===== src/rtl/time_ctrl_pkg.sv =====
// Shared definitions for the front-panel time-set controller: state encoding,
// datapath mode codes, per-field maximum values and the wrapping edit step.
package time_ctrl_pkg;

  typedef enum logic [1:0] {
    ST_RUN     = 2'd0,
    ST_SET_HR  = 2'd1,
    ST_SET_MIN = 2'd2,
    ST_SET_SEC = 2'd3
  } state_t;

  localparam logic [1:0] MODE_RUN = 2'd0;
  localparam logic [1:0] MODE_SEC = 2'd1;
  localparam logic [1:0] MODE_MIN = 2'd2;
  localparam logic [1:0] MODE_HR  = 2'd3;

  localparam logic [5:0] MAX_HR  = 6'd23;
  localparam logic [5:0] MAX_MIN = 6'd59;
  localparam logic [5:0] MAX_SEC = 6'd59;

  // One edit step on a field, wrapping max->0 going up and 0->max going down.
  function automatic logic [5:0] step_field(input logic [5:0] v,
                                            input logic [5:0] max_v,
                                            input logic       inc);
    if (inc) return (v == max_v) ? 6'd0 : v + 6'd1;
    else     return (v == 6'd0) ? max_v : v - 6'd1;
  endfunction

endpackage


===== src/rtl/time_set_controller_btn_conditioner.sv =====
// Raw push-button conditioner: 2-FF synchroniser, counting debouncer, rising-edge
// press pulse and an optional hold-to-repeat pulse train.
module btn_conditioner #(
  parameter int DEB_CYCLES   = 1_000_000,
  parameter int REPEAT_DELAY = 50_000_000,
  parameter int REPEAT_RATE  = 10_000_000,
  parameter int REPEAT_EN    = 0
) (
  input  logic clk,
  input  logic rst_n,
  input  logic btn_raw,
  output logic pulse
);

  localparam int TMAX = (REPEAT_DELAY > REPEAT_RATE) ? REPEAT_DELAY : REPEAT_RATE;
  localparam int CW   = $clog2(DEB_CYCLES + 1);
  localparam int TW   = $clog2(TMAX + 1);

  logic          sync1_q, sync2_q;
  logic          deb_q, deb_d;
  logic [CW-1:0] cnt_q, cnt_d;
  logic [TW-1:0] timer_q, timer_d;
  logic          pulse_q, pulse_d;
  logic          rise, fire;

  // Bring the asynchronous button into the clock domain.
  always_ff @(posedge clk or negedge rst_n) begin
    if (!rst_n) begin
      sync1_q <= 1'b0;
      sync2_q <= 1'b0;
    end else begin
      sync1_q <= btn_raw;
      sync2_q <= sync1_q;
    end
  end

  // Debounce, press detection and repeat timing; the timer runs only while held.
  always_comb begin
    deb_d   = deb_q;
    cnt_d   = '0;
    timer_d = timer_q;
    fire    = 1'b0;
    if (sync2_q != deb_q) begin
      if (cnt_q == CW'(DEB_CYCLES - 1)) deb_d = sync2_q;
      else                              cnt_d = cnt_q + 1'b1;
    end
    rise = deb_d & ~deb_q;
    if (REPEAT_EN != 0) begin
      if (rise) begin
        timer_d = TW'(REPEAT_DELAY - 1);
      end else if (deb_q && deb_d) begin
        if (timer_q == '0) begin
          fire    = 1'b1;
          timer_d = TW'(REPEAT_RATE - 1);
        end else begin
          timer_d = timer_q - 1'b1;
        end
      end else begin
        timer_d = '0;
      end
    end
    pulse_d = rise | fire;
  end

  // Conditioner state register; reset returns the button to released.
  always_ff @(posedge clk or negedge rst_n) begin
    if (!rst_n) begin
      deb_q   <= 1'b0;
      cnt_q   <= '0;
      timer_q <= '0;
      pulse_q <= 1'b0;
    end else begin
      deb_q   <= deb_d;
      cnt_q   <= cnt_d;
      timer_q <= timer_d;
      pulse_q <= pulse_d;
    end
  end

  assign pulse = pulse_q;

endmodule


===== src/rtl/time_set_controller.sv =====
// Front-panel time-set controller: field-select FSM, wrapped edit registers and
// blink strobe feeding the time-entry datapath.
module time_set_controller
  import time_ctrl_pkg::*;
#(
  parameter int DEB_CYCLES   = 1_000_000,
  parameter int REPEAT_DELAY = 50_000_000,
  parameter int REPEAT_RATE  = 10_000_000,
  parameter int BLINK_CYCLES = 25_000_000
) (
  input  logic       clk,
  input  logic       rst_n,
  input  logic       btn_mode,
  input  logic       btn_up,
  input  logic       btn_down,
  input  logic       run_en,
  output logic [1:0] mode,
  output logic [5:0] val,
  output logic       switch,
  output logic       visible
);

  localparam int BW = $clog2(BLINK_CYCLES + 1);

  logic          mode_p, up_p, down_p;
  state_t        state_q, state_d;
  logic [5:0]    hr_q, hr_d, min_q, min_d, sec_q, sec_d;
  logic [1:0]    mode_q, mode_d;
  logic [5:0]    val_q, val_d;
  logic          run_q, run_d;
  logic [BW-1:0] blink_q, blink_d;
  logic          vis_q, vis_d;
  logic          edit;

  btn_conditioner #(.DEB_CYCLES(DEB_CYCLES), .REPEAT_DELAY(REPEAT_DELAY),
                    .REPEAT_RATE(REPEAT_RATE), .REPEAT_EN(0))
    u_btn_mode (.clk(clk), .rst_n(rst_n), .btn_raw(btn_mode), .pulse(mode_p));

  btn_conditioner #(.DEB_CYCLES(DEB_CYCLES), .REPEAT_DELAY(REPEAT_DELAY),
                    .REPEAT_RATE(REPEAT_RATE), .REPEAT_EN(1))
    u_btn_up (.clk(clk), .rst_n(rst_n), .btn_raw(btn_up), .pulse(up_p));

  btn_conditioner #(.DEB_CYCLES(DEB_CYCLES), .REPEAT_DELAY(REPEAT_DELAY),
                    .REPEAT_RATE(REPEAT_RATE), .REPEAT_EN(1))
    u_btn_down (.clk(clk), .rst_n(rst_n), .btn_raw(btn_down), .pulse(down_p));

  // Edit the field being left first, then advance; outputs follow the new state.
  always_comb begin
    state_d = state_q;
    hr_d    = hr_q;
    min_d   = min_q;
    sec_d   = sec_q;
    edit    = (state_q != ST_RUN) && (up_p ^ down_p);
    case (state_q)
      ST_SET_HR:  if (edit) hr_d  = step_field(hr_q,  MAX_HR,  up_p);
      ST_SET_MIN: if (edit) min_d = step_field(min_q, MAX_MIN, up_p);
      ST_SET_SEC: if (edit) sec_d = step_field(sec_q, MAX_SEC, up_p);
      default: ;
    endcase
    if (mode_p) begin
      case (state_q)
        ST_RUN:     state_d = ST_SET_HR;
        ST_SET_HR:  state_d = ST_SET_MIN;
        ST_SET_MIN: state_d = ST_SET_SEC;
        default:    state_d = ST_RUN;
      endcase
    end
    case (state_d)
      ST_SET_HR:  begin mode_d = MODE_HR;  val_d = hr_d;  end
      ST_SET_MIN: begin mode_d = MODE_MIN; val_d = min_d; end
      ST_SET_SEC: begin mode_d = MODE_SEC; val_d = sec_d; end
      default:    begin mode_d = MODE_RUN; val_d = 6'd0;  end
    endcase
    run_d = (state_d == ST_RUN);
    if (state_d == ST_RUN || state_d != state_q || edit) begin
      blink_d = '0;
      vis_d   = 1'b1;
    end else if (blink_q == BW'(BLINK_CYCLES - 1)) begin
      blink_d = '0;
      vis_d   = ~vis_q;
    end else begin
      blink_d = blink_q + 1'b1;
      vis_d   = vis_q;
    end
  end

  // Controller state register; run_q stays low during reset so switch is held off.
  always_ff @(posedge clk or negedge rst_n) begin
    if (!rst_n) begin
      state_q <= ST_RUN;
      hr_q    <= 6'd0;
      min_q   <= 6'd0;
      sec_q   <= 6'd0;
      mode_q  <= MODE_RUN;
      val_q   <= 6'd0;
      run_q   <= 1'b0;
      blink_q <= '0;
      vis_q   <= 1'b1;
    end else begin
      state_q <= state_d;
      hr_q    <= hr_d;
      min_q   <= min_d;
      sec_q   <= sec_d;
      mode_q  <= mode_d;
      val_q   <= val_d;
      run_q   <= run_d;
      blink_q <= blink_d;
      vis_q   <= vis_d;
    end
  end

  assign mode    = mode_q;
  assign val     = val_q;
  assign switch  = run_en & run_q;
  assign visible = vis_q;

endmodule


===== config.mk =====
export PLATFORM = sky130hd
export DESIGN_NAME = time_set_controller
export DESIGN_NICKNAME = d
export VERILOG_FILES = /design/src/rtl/time_ctrl_pkg.sv /design/src/rtl/time_set_controller_btn_conditioner.sv /design/src/rtl/time_set_controller.sv
export SDC_FILE = /design/constraint.sdc
export NUM_CORES = 1
export LEC_CHECK = 0
export CORE_MARGIN = 8
export CORE_UTILIZATION = 54
export DETAILED_ROUTE_END_ITERATION = 7
export PLACE_DENSITY_LB_ADDON = 0.12
export SYNTH_ARGS = -nofsm -noshare
export SYNTH_HDL_FRONTEND = slang
export SYNTH_SLANG_ARGS = --single-unit

===== constraint.sdc =====
create_clock -name clk -period 2 [get_ports clk]
set_input_delay 0.2 -clock clk [delete_from_list [all_inputs] [get_ports clk]]
set_output_delay 0.2 -clock clk [all_outputs]
set_load 0.02 [all_outputs]

==> out/qor.csv, run 1 <==
metric,value,unit
synthMuxAreaShare,0.360,%
htreeDepth,4,
pin_count,16,
grt.total_usage,19.4,%
syn-cell-area,9380,um2
yosys.area_share.simple,24.2,%
initial_utilization,54.8,%
drt_first_iter_violations,446,
antenna_cells,0,
maxCapViolations,0,
ant_nets,0,
hold_path_class,in -> reg,
path_class,reg -> reg,
route.detailed.wl_per_inst,15.1,um
area_delta_synth_final,23.6,%
r2r-start,u_btn_down.timer_q[8]$_DFF_PN0_,
seq_area_frac_synth,47.5,%
synthesis.nets,1013,
grt_pass1_vias,7428,
core,17100,um2
portBuffers,15,
synth_edf_count,0,
syn_inst,983,
power.switching,1.61,mW
die_h,148,um
die_x,148,um
r2r_slack,-30,ps
synth_top_family_by_area,simple AND/OR/NAND/NOR gates,
synthTopCellsByArea,"dfrtp_1 47%, xnor2_1 7.7%, nor2_1 5.9%",
worstRegToRegCells,6,
run_status,"complete, but fails checks",
clock_latency,440,ps
dpl_worst_slack,-136,ps
async_reset_ff_share,100,%
setup_ws,-32.2,ps
slew_viol_final,0,
switching_share,22.6,%
endpoint_kind,flip-flop,
cts_buffers,17,
critPathLaunchType,flip-flop,
setup_tns,-165,ps
num_vias,7421,
finalCriticalPeriod,2030,ps
maxSlewHeadroom,68.8,%
dp_hpwl,13500,um
p_int,5.52,mW
critPathMaxFanout,5,
layout-drive-gt1-share,20.9,%
ys_ff_latch,178,
clk_pin_slew,70,ps
crit_start,u_btn_down.timer_q[8]$_DFF_PN0_,
power_frac_clock,46.7,%
grt_pass1_wl,35200,um
rr_endpoint,u_btn_down.timer_q[6]$_DFF_PN0_,
finalSetupViolations,6,
cp_data_arrival_time,2400,ps
synth_compound_area_share,9.59,%
skew,12.5,ps
post-route-period-util,102,%
synth_top_area_cell,dfrtp_1,
ys.flop_type,dfrtp_1,
globalRoute.totalOverflow,0,
cts_sinks,178,
synth.distinct_cells,65,
cts_root_buffer,clkbuf_16,
p_per_area,616,nW/um2
die_area,21800,um2
finalNetCount,1145,
endpoint,u_btn_down.timer_q[6]$_DFF_PN0_,
tightest_slew,464,ps
drc_errors,0,
fin_util,67.7,%
place.gp.congestion,0.859,
synth_fa_ha_area_share,3.20,%
seqPwrFrac,50.9,%
cellLeakagePower,5.29,nW
via_per_inst,5.49,
p_comb_share,2.3,%
ys.warnings.count,0,
yosysTopAreaCellShare,47.2,%
dr.pass1.iters,4,
antenna_found_initial,0,
failed_checks,setup timing,
rsz0062_at_grt,true,
drt_wl_total,20500,um
ir_worst_vdd,0.653,mV
synth_xor_area_share,12.4,%
placementRows,48,
max_freq,492,MHz
fin_hold_ws,205,ps
grt_max_degree,56,
finalHoldViolCount,0,
synth_area_per_cell,9.54,um2
cts_tree,built,
cts.path.max_buffers,2,
required,2370,ps
## worst max-delay path: stages, from the launching register on
cell and delay, ps:
dfrtp_1 420, nor4_4 380, nand4b_4 140, or4_4 460, a211o_4 380, buf_12 140, o21ai_2 40
## metal layers
layer	wire, um	vias to the layer above	global-route usage [%]	share of wire [%]
li1	-	3698	-	-
met1	9590	3598	25.3	47
met2	10000	99	31.8	49
met3	593	26	3.76	2.9
met4	273	0	6.32	1.3
met5	0	-	0	0
## synth_stat cells (3+ instances only)
master      n
dfrtp_1   177
nor2_1    148
xnor2_1    82
nand2_1    57
xor2_1     51
nor3_1     45
nand3_1    44
o21ai_0    44
a21oi_1    32
inv_1      30
nand4_1    25
ha_1       24
nor4_1     24
clkbuf_1   16
and3_1     15
or3_1      15
and4_1     13
nor2b_1    12
a211oi_1    8
a31oi_1     8
and2_1      8
nand2b_1    8
buf_1       7
buf_2       7
o21ai_2     6
nand4b_1    5
o21a_1      5
nor4b_1     4
o211ai_1    4
or4_1       4
a211o_1     3
a311oi_1    3
a31o_2      3
mux2_2      3
nand3b_1    3
o21ai_1     3
or2_2       3
## what timing repair did
item | in CTS | in global routing
setup endpoints to repair | 23 | 94
endpoints found under the hold margin | 51 | 0
cloned | 1 | 1
gates resized for setup | 17 | 53
hold buffers | 1 | 0
pin swaps | 3 | 19
buffers inserted | 1 | 10
## stage by stage
stage | instances | cell area [um2] | power [mW]
after detailed placement | 1307 | 10600 | 3.87
after global placement | 1307 | 10600 | 3.87
after global routing | 1352 | 11600 | 7.38
final | 1352 | 11600 | 7.14
after CTS | 1341 | 11300 | 7.20
after floorplan | 983 | 9420 | 3.75
## layout by cell type (no fill, tap or decap), types with 6 or more instances in the layout
cell type / synthesis / routed
inv_1: 30 / 25
o21ai_1: 3 / 8
a31oi_1: 8 / 8
buf_4: 1 / 118
nor4_1: 24 / 17
and4_1: 13 / 13
nor2b_1: 12 / 9
clkbuf_16: 0 / 17
inv_2: 1 / 6
ha_2: 0 / 6
nand2_1: 57 / 55
o21ai_2: 6 / 7
clkdlybuf4s50_1: 0 / 14
a21oi_1: 32 / 30
nor2_1: 148 / 144
nor3_1: 45 / 42
o21ai_0: 44 / 38
ha_1: 24 / 15
and2_1: 8 / 7
xnor2_1: 82 / 82
xor2_1: 51 / 51
nand3_1: 44 / 44
dfrtp_1: 177 / 176
nand4_1: 25 / 25
nand2b_1: 8 / 6
and3_1: 15 / 15
or3_1: 15 / 15
## layout make-up
| type | count | area, um2 |
|---|---|---|
| Sequential cell | 178 | 4460 |
| Multi-Input combinational cell | 743 | 4950 |
| Timing Repair Buffer | 144 | 1210 |
| Clock inverter | 14 | 153 |
| Clock buffer | 17 | 425 |
| Fill cell | 1294 | 5520 |
| Inverter | 31 | 116 |
| Tap cell | 225 | 282 |
## worst min path at each step
stage / start / to / slack, ps / cells after the start
after floorplan: rst_n / blink_q[0]$_DFF_PN0_ / -100 / 0
after global placement: rst_n / u_btn_up.cnt_q[10]$_DFF_PN0_ / 210 / 1
after detailed placement: rst_n / u_btn_up.sync1_q$_DFF_PN0_ / 210 / 1
after CTS: btn_up / u_btn_up.sync1_q$_DFF_PN0_ / 200 / 1
after global routing: btn_up / u_btn_up.sync1_q$_DFF_PN0_ / 190 / 1
final: btn_up / u_btn_up.sync1_q$_DFF_PN0_ / 210 / 1
## flip-flops by register name (all words and copies together) (netlist names), 20 cells and up
signal	flops
blink_q	25
u_btn_mode.cnt_q	20
u_btn_down.cnt_q	20
u_btn_up.timer_q	26
u_btn_down.timer_q	26
u_btn_up.cnt_q	20
## logic make-up (layout without fill, tap and decap cells)
logic type	after synthesis	after routing
xor gates and xnor gates	133	133
adders and majority gates	24	24
AOI/OAI and AO/OA	140	141
DFF	178	178
muxes	3	3
and+or+nand+nor	442	442
buffers and inverters	63	206
## power groups by stage
stage	sequential (mW)	combinational, mW	clock [mW]
after global placement	3.70	0.168	0
final	3.64	0.166	3.33
after floorplan	3.70	0.0448	0
after CTS	3.64	0.172	3.40
after global routing	3.64	0.196	3.55
after detailed placement	3.70	0.169	0
Power figures use the tool's default switching activity.
==> run 2: changes to the inputs <==
clock period = 2.2 ns   (was 2 ns; I/O delays follow)
==> run 2 against run 1 <==
  * The run now ends clean
  * Final cell count fell by 6.2%
  * Sequential power fell by 9.1%
  * Combinational power fell by 17%
  * Clock skew fell by 3.4 ps
  * Power fell by 8.4%
  * Critical path depth did not move
  * Non-clock buffer count fell by 83
  * Clock-buffer cell count rose by 5
==> out/qor.csv, run 2 (synthesis results as in run 1) <==
metric,value,unit
finalCriticalPeriod,2130,ps
finalHoldViolCount,0,
max_freq,470,MHz
cts_tree,built,
final_cell_area,10700,um2
required,2510,ps
skew,9.14,ps
clk_pin_slew,70,ps
placementRows,48,
globalRoute.totalOverflow,0,
place.gp.congestion,0.867,
finalSetupViolations,0,
dp_hpwl,12600,um
area_delta_synth_final,14.5,%
fin_hold_ws,231,ps
portBuffers,15,
post-cts-setup-buffers,0,
top_regs,"u_btn_down.timer_q x26, u_btn_up.timer_q x26, blink_q x25",
cts.path.max_buffers,2,
htreeDepth,4,
maxCapViolations,0,
grt_max_degree,53,
drt_wl_total,18700,um
layout_common_cells,"177 x dfrtp_1, 147 x nor2_1, 82 x xnor2_1",
initial_utilization,54.8,%
cellLeakagePower,4.82,nW
dr.pass1.iters,4,
rsz0062_at_grt,false,
core,17100,um2
route.detailed.wl_per_inst,14.8,um
critPathMaxFanout,7,
cts_sinks,178,
pin_count,16,
run_status,"complete, no violations",
dpl_worst_slack,15.1,ps
hold_path_class,in -> reg,
antenna_found_initial,0,
place_area,10100,um2
cts_buffers,17,
setup_tns,0,ps
setup_ws,70.2,ps
drt_first_iter_violations,447,
grt_pass1_vias,7002,
layout-drive-gt1-share,10.6,%
finalNetCount,1061,
die_area,21800,um2
cp_data_arrival_time,2440,ps
tightest_slew,554,ps
p_per_area,609,nW/um2
nFillCells,1415,
path_class,reg -> reg,
antenna_cells,0,
ant_nets,0,
ir_worst_vdd,0.692,mV
endpoint_kind,flip-flop,
mostFrequentLayoutCell,dfrtp_1,
num_vias,7113,
grt_pass1_wl,33100,um
post-route-period-util,96.8,%
via_per_inst,5.61,
drc_errors,0,
grt.total_usage,18.1,%
die_h,148,um
cts_root_buffer,clkbuf_16,
slew_viol_final,0,
clock_latency,430,ps
die_x,148,um
critPathLaunchType,flip-flop,
maxSlewHeadroom,62.8,%
run 2: final cells by class:
class | count | area [um2] | share of cell area (%)
Multi-Input combinational cell | 742 | 4730 | 44.0
Sequential cell | 178 | 4460 | 41.5
Timing Repair Buffer | 61 | 552 | 5.14
Clock buffer | 22 | 484 | 4.51
Tap cell | 225 | 282 | 2.62
Clock inverter | 9 | 121 | 1.13
Inverter | 31 | 116 | 1.08
run 2: path summary, 6_finish.rpt:
path	startpoint	endpoint	slack, ps	depth (start not counted)
min	btn_down	u_btn_down.sync1_q$_DFF_PN0_	230	1
min in group asynchronous	rst_n	u_btn_up.sync1_q$_DFF_PN0_	310	2
max	sec_q[0]$_DFF_PN0_	val[5]$_DFF_PN0_	70	6
max reg2reg	sec_q[0]$_DFF_PN0_	val[5]$_DFF_PN0_	70	6
min reg2reg	u_btn_down.sync1_q$_DFF_PN0_	u_btn_down.sync2_q$_DFF_PN0_	350	0
max in group asynchronous	rst_n	visible$_DFFE_PN1P_	1210	3
run 2: critical path, stage by stage, from the launching register on:
cell,delay [ps]
dfrtp_1,450
ha_1,200
and3b_1,220
o211ai_1,120
a311oi_1,530
a211oi_1,160
a311o_1,330
run 2: power breakdown:
group	switching, mW	internal [mW]
Sequential	0.0161	3.29
Clock	1.28	1.81
Combinational	0.0966	0.0412
Total	1.40	5.14
run 2: metrics by stage:
step	util (%)	std cells	total power, mW
after global placement	58.8	1236	3.51
final	62.7	1268	6.54
after CTS	62.4	1268	6.61
after detailed placement	58.8	1236	3.51
after floorplan	-	983	3.41
after global routing	62.7	1268	6.76
run 2: timing repair:
| item | CTS | global route |
|---|---|---|
| pin swaps | 0 | 2 |
| gates resized for setup | 1 | 12 |
| hold buffers | 1 | 0 |
| endpoints found under the hold margin | 48 | 0 |
| endpoints found under the setup margin | 5 | 50 |
run 2: layer usage:
metal	up-vias	global-route usage, %	part of all wire (%)
li1	3532	-	-
met1	3443	23.9	47
met2	114	29.2	48
met3	24	3.97	3.3
met4	0	5.76	1.4
met5	-	0	0
==> run 3: changes to the inputs <==
CAP_MARGIN = 10   (was unset)
CORE_UTILIZATION = 45   (was 54)
MAX_ROUTING_LAYER = met4   (was unset)
==> run 3 against run 2 <==
  * Power grew 0.42%
  * Worst hold slack lost 12 ps
  * First-iteration DRC count shrank 24%
  * Die area grew 18%
  * Sequential power is essentially flat
==> out/qor.csv, run 3 (synthesis results as in run 1) <==
metric,value,unit
r2r-start,state_q[1]$_DFF_PN0_,
die_h,160,um
finalCriticalPeriod,2090,ps
post-route-period-util,94.9,%
min_from,btn_down,
grt.total_usage,15.8,%
required,2520,ps
drt_first_iter_violations,340,
cts_sinks,178,
layout_common_cells,"177 x dfrtp_1, 147 x nor2_1, 82 x xnor2_1",
core,20800,um2
antenna_cells,0,
clock_latency,430,ps
dpl_worst_slack,-22.0,ps
num_vias,7013,
p_per_area,602,nW/um2
placementRows,53,
run_status,"complete, no violations",
cts.path.max_buffers,2,
cts_tree,built,
dp.cells,1292,
dp_hpwl,12800,um
antenna_found_initial,0,
die_x,160,um
cellLeakagePower,4.89,nW
fin_hold_ws,219,ps
crit_family,adder cells,
finalNetCount,1070,
fin_util,52.5,%
route.detailed.wl_per_inst,14.2,um
ir_worst_vdd,0.491,mV
via_per_inst,5.28,
die_area,25700,um2
critPathLaunchType,flip-flop,
path_common_cell,inv_1,
hold_end,u_btn_down.sync1_q$_DFF_PN0_,
setup_ws,112,ps
cp_data_arrival_time,2400,ps
path_class,reg -> reg,
tightest_slew,585,ps
htreeDepth,4,
ant_nets,0,
finalSetupViolations,0,
slew_viol_final,0,
maxSlewHeadroom,61.0,%
globalRoute.totalOverflow,0,
hold_path_class,in -> reg,
layout-drive-gt1-share,11.9,%
clk_pin_slew,70,ps
finalHoldViolCount,0,
drt_wl_total,18800,um
drc_errors,0,
r2r_slack,110,ps
cts_buffers,17,
place.gp.congestion,0.854,
critPathMaxFanout,4,
rr_endpoint,val[0]$_DFF_PN0_,
pin_count,16,
holdPathStages,1,
worst-path-stages,9,
portBuffers,15,
maxCapViolations,0,
initial_utilization,45.2,%
cts_root_buffer,clkbuf_16,
endpoint_kind,flip-flop,
dr.pass1.iters,4,
worstRegToRegCells,9,
cp_cell_sequence,inv_1 -> ha_1 -> nand2_1 -> o21a_2 -> inv_1 -> ha_1 -> nand2_1 -> inv_1 -> a221o_1,
layout.cells.non_filler,1328,
crit_start,state_q[1]$_DFF_PN0_,
rsz0062_at_grt,false,
mostFrequentLayoutCell,dfrtp_1,
area_delta_synth_final,16.2,%
top_regs,"u_btn_down.timer_q x26, u_btn_up.timer_q x26, blink_q x25",
grt_pass1_wl,33400,um
max_freq,479,MHz
skew,14.0,ps
critical-path-max-stage-delay,400,ps
finalPower,6.56,mW
grt_max_degree,67,
critPathSlowestCell,dfrtp_1,
cp.buffers_inverters,3,
grt_pass1_vias,6968,
## run 3: cell types whose count changed in the layout (fill, tap and decap cells not counted), moves of 2 or more
cell / before / now
inv_6: 2 / 4
buf_4: 41 / 49
clkinv_2: 0 / 3
ha_2: 1 / 3
nor2b_1: 10 / 12
ha_1: 23 / 20
nor2b_2: 2 / 0
clkbuf_8: 5 / 3
nor4_2: 2 / 0
## run 3: where the power goes
group	switching [mW]	internal (mW)
Combinational	0.0981	0.0426
Clock	1.36	1.75
Sequential	0.0170	3.29
Total	1.48	5.09
## run 3: worst max-delay path by stage
stage	endpoint	slack, ps
after CTS	u_btn_up.timer_q[19]$_DFF_PN0_	20
after global placement	val[2]$_DFF_PN0_	-10
after global routing	val[1]$_DFF_PN0_	2
after floorplan	blink_q[11]$_DFF_PN0_	30
final	val[0]$_DFF_PN0_	110
after detailed placement	u_btn_down.timer_q[3]$_DFF_PN0_	-20
## run 3: cell type report
| type | instances | area (um2) |
|---|---|---|
| Fill cell | 1881 | 9860 |
| Timing Repair Buffer | 70 | 632 |
| Multi-Input combinational cell | 742 | 4750 |
| Clock inverter | 13 | 146 |
| Sequential cell | 178 | 4460 |
| Inverter | 31 | 116 |
| Tap cell | 275 | 344 |
| Clock buffer | 19 | 453 |
## run 3: what timing repair did
action	in CTS	in global routing
setup buffers	0	3
setup endpoints to repair	7	58
pin swaps	0	1
gates resized for setup	2	17
hold buffers	1	0
hold endpoints to repair	59	0
## run 3: per-stage QoR
stage	area (um2)	setup TNS (ps)
finish	10900	0
global route	10900	0
CTS	10800	0
detailed placement	10200	-65.8
global placement	10200	-10.6
floorplan	9380	0
## run 3: worst reg2reg max path, stage by stage (launching register included)
cell and delay (ps):
dfrtp_1 400, inv_1 100, ha_1 310, nand2_1 70, o21a_2 220, inv_1 100
ha_1 280, nand2_1 110, inv_1 80, a221o_1 320
## run 3: per-layer routing
metal	wire (um)	part of all wire [%]	vias up	track usage (%)
met4	292	1.6	0	5.44
met3	548	2.9	20	3.25
met2	8600	46	88	24.1
met1	9380	50	3341	20.8
met5	0	0	-	-
li1	-	-	3564	-
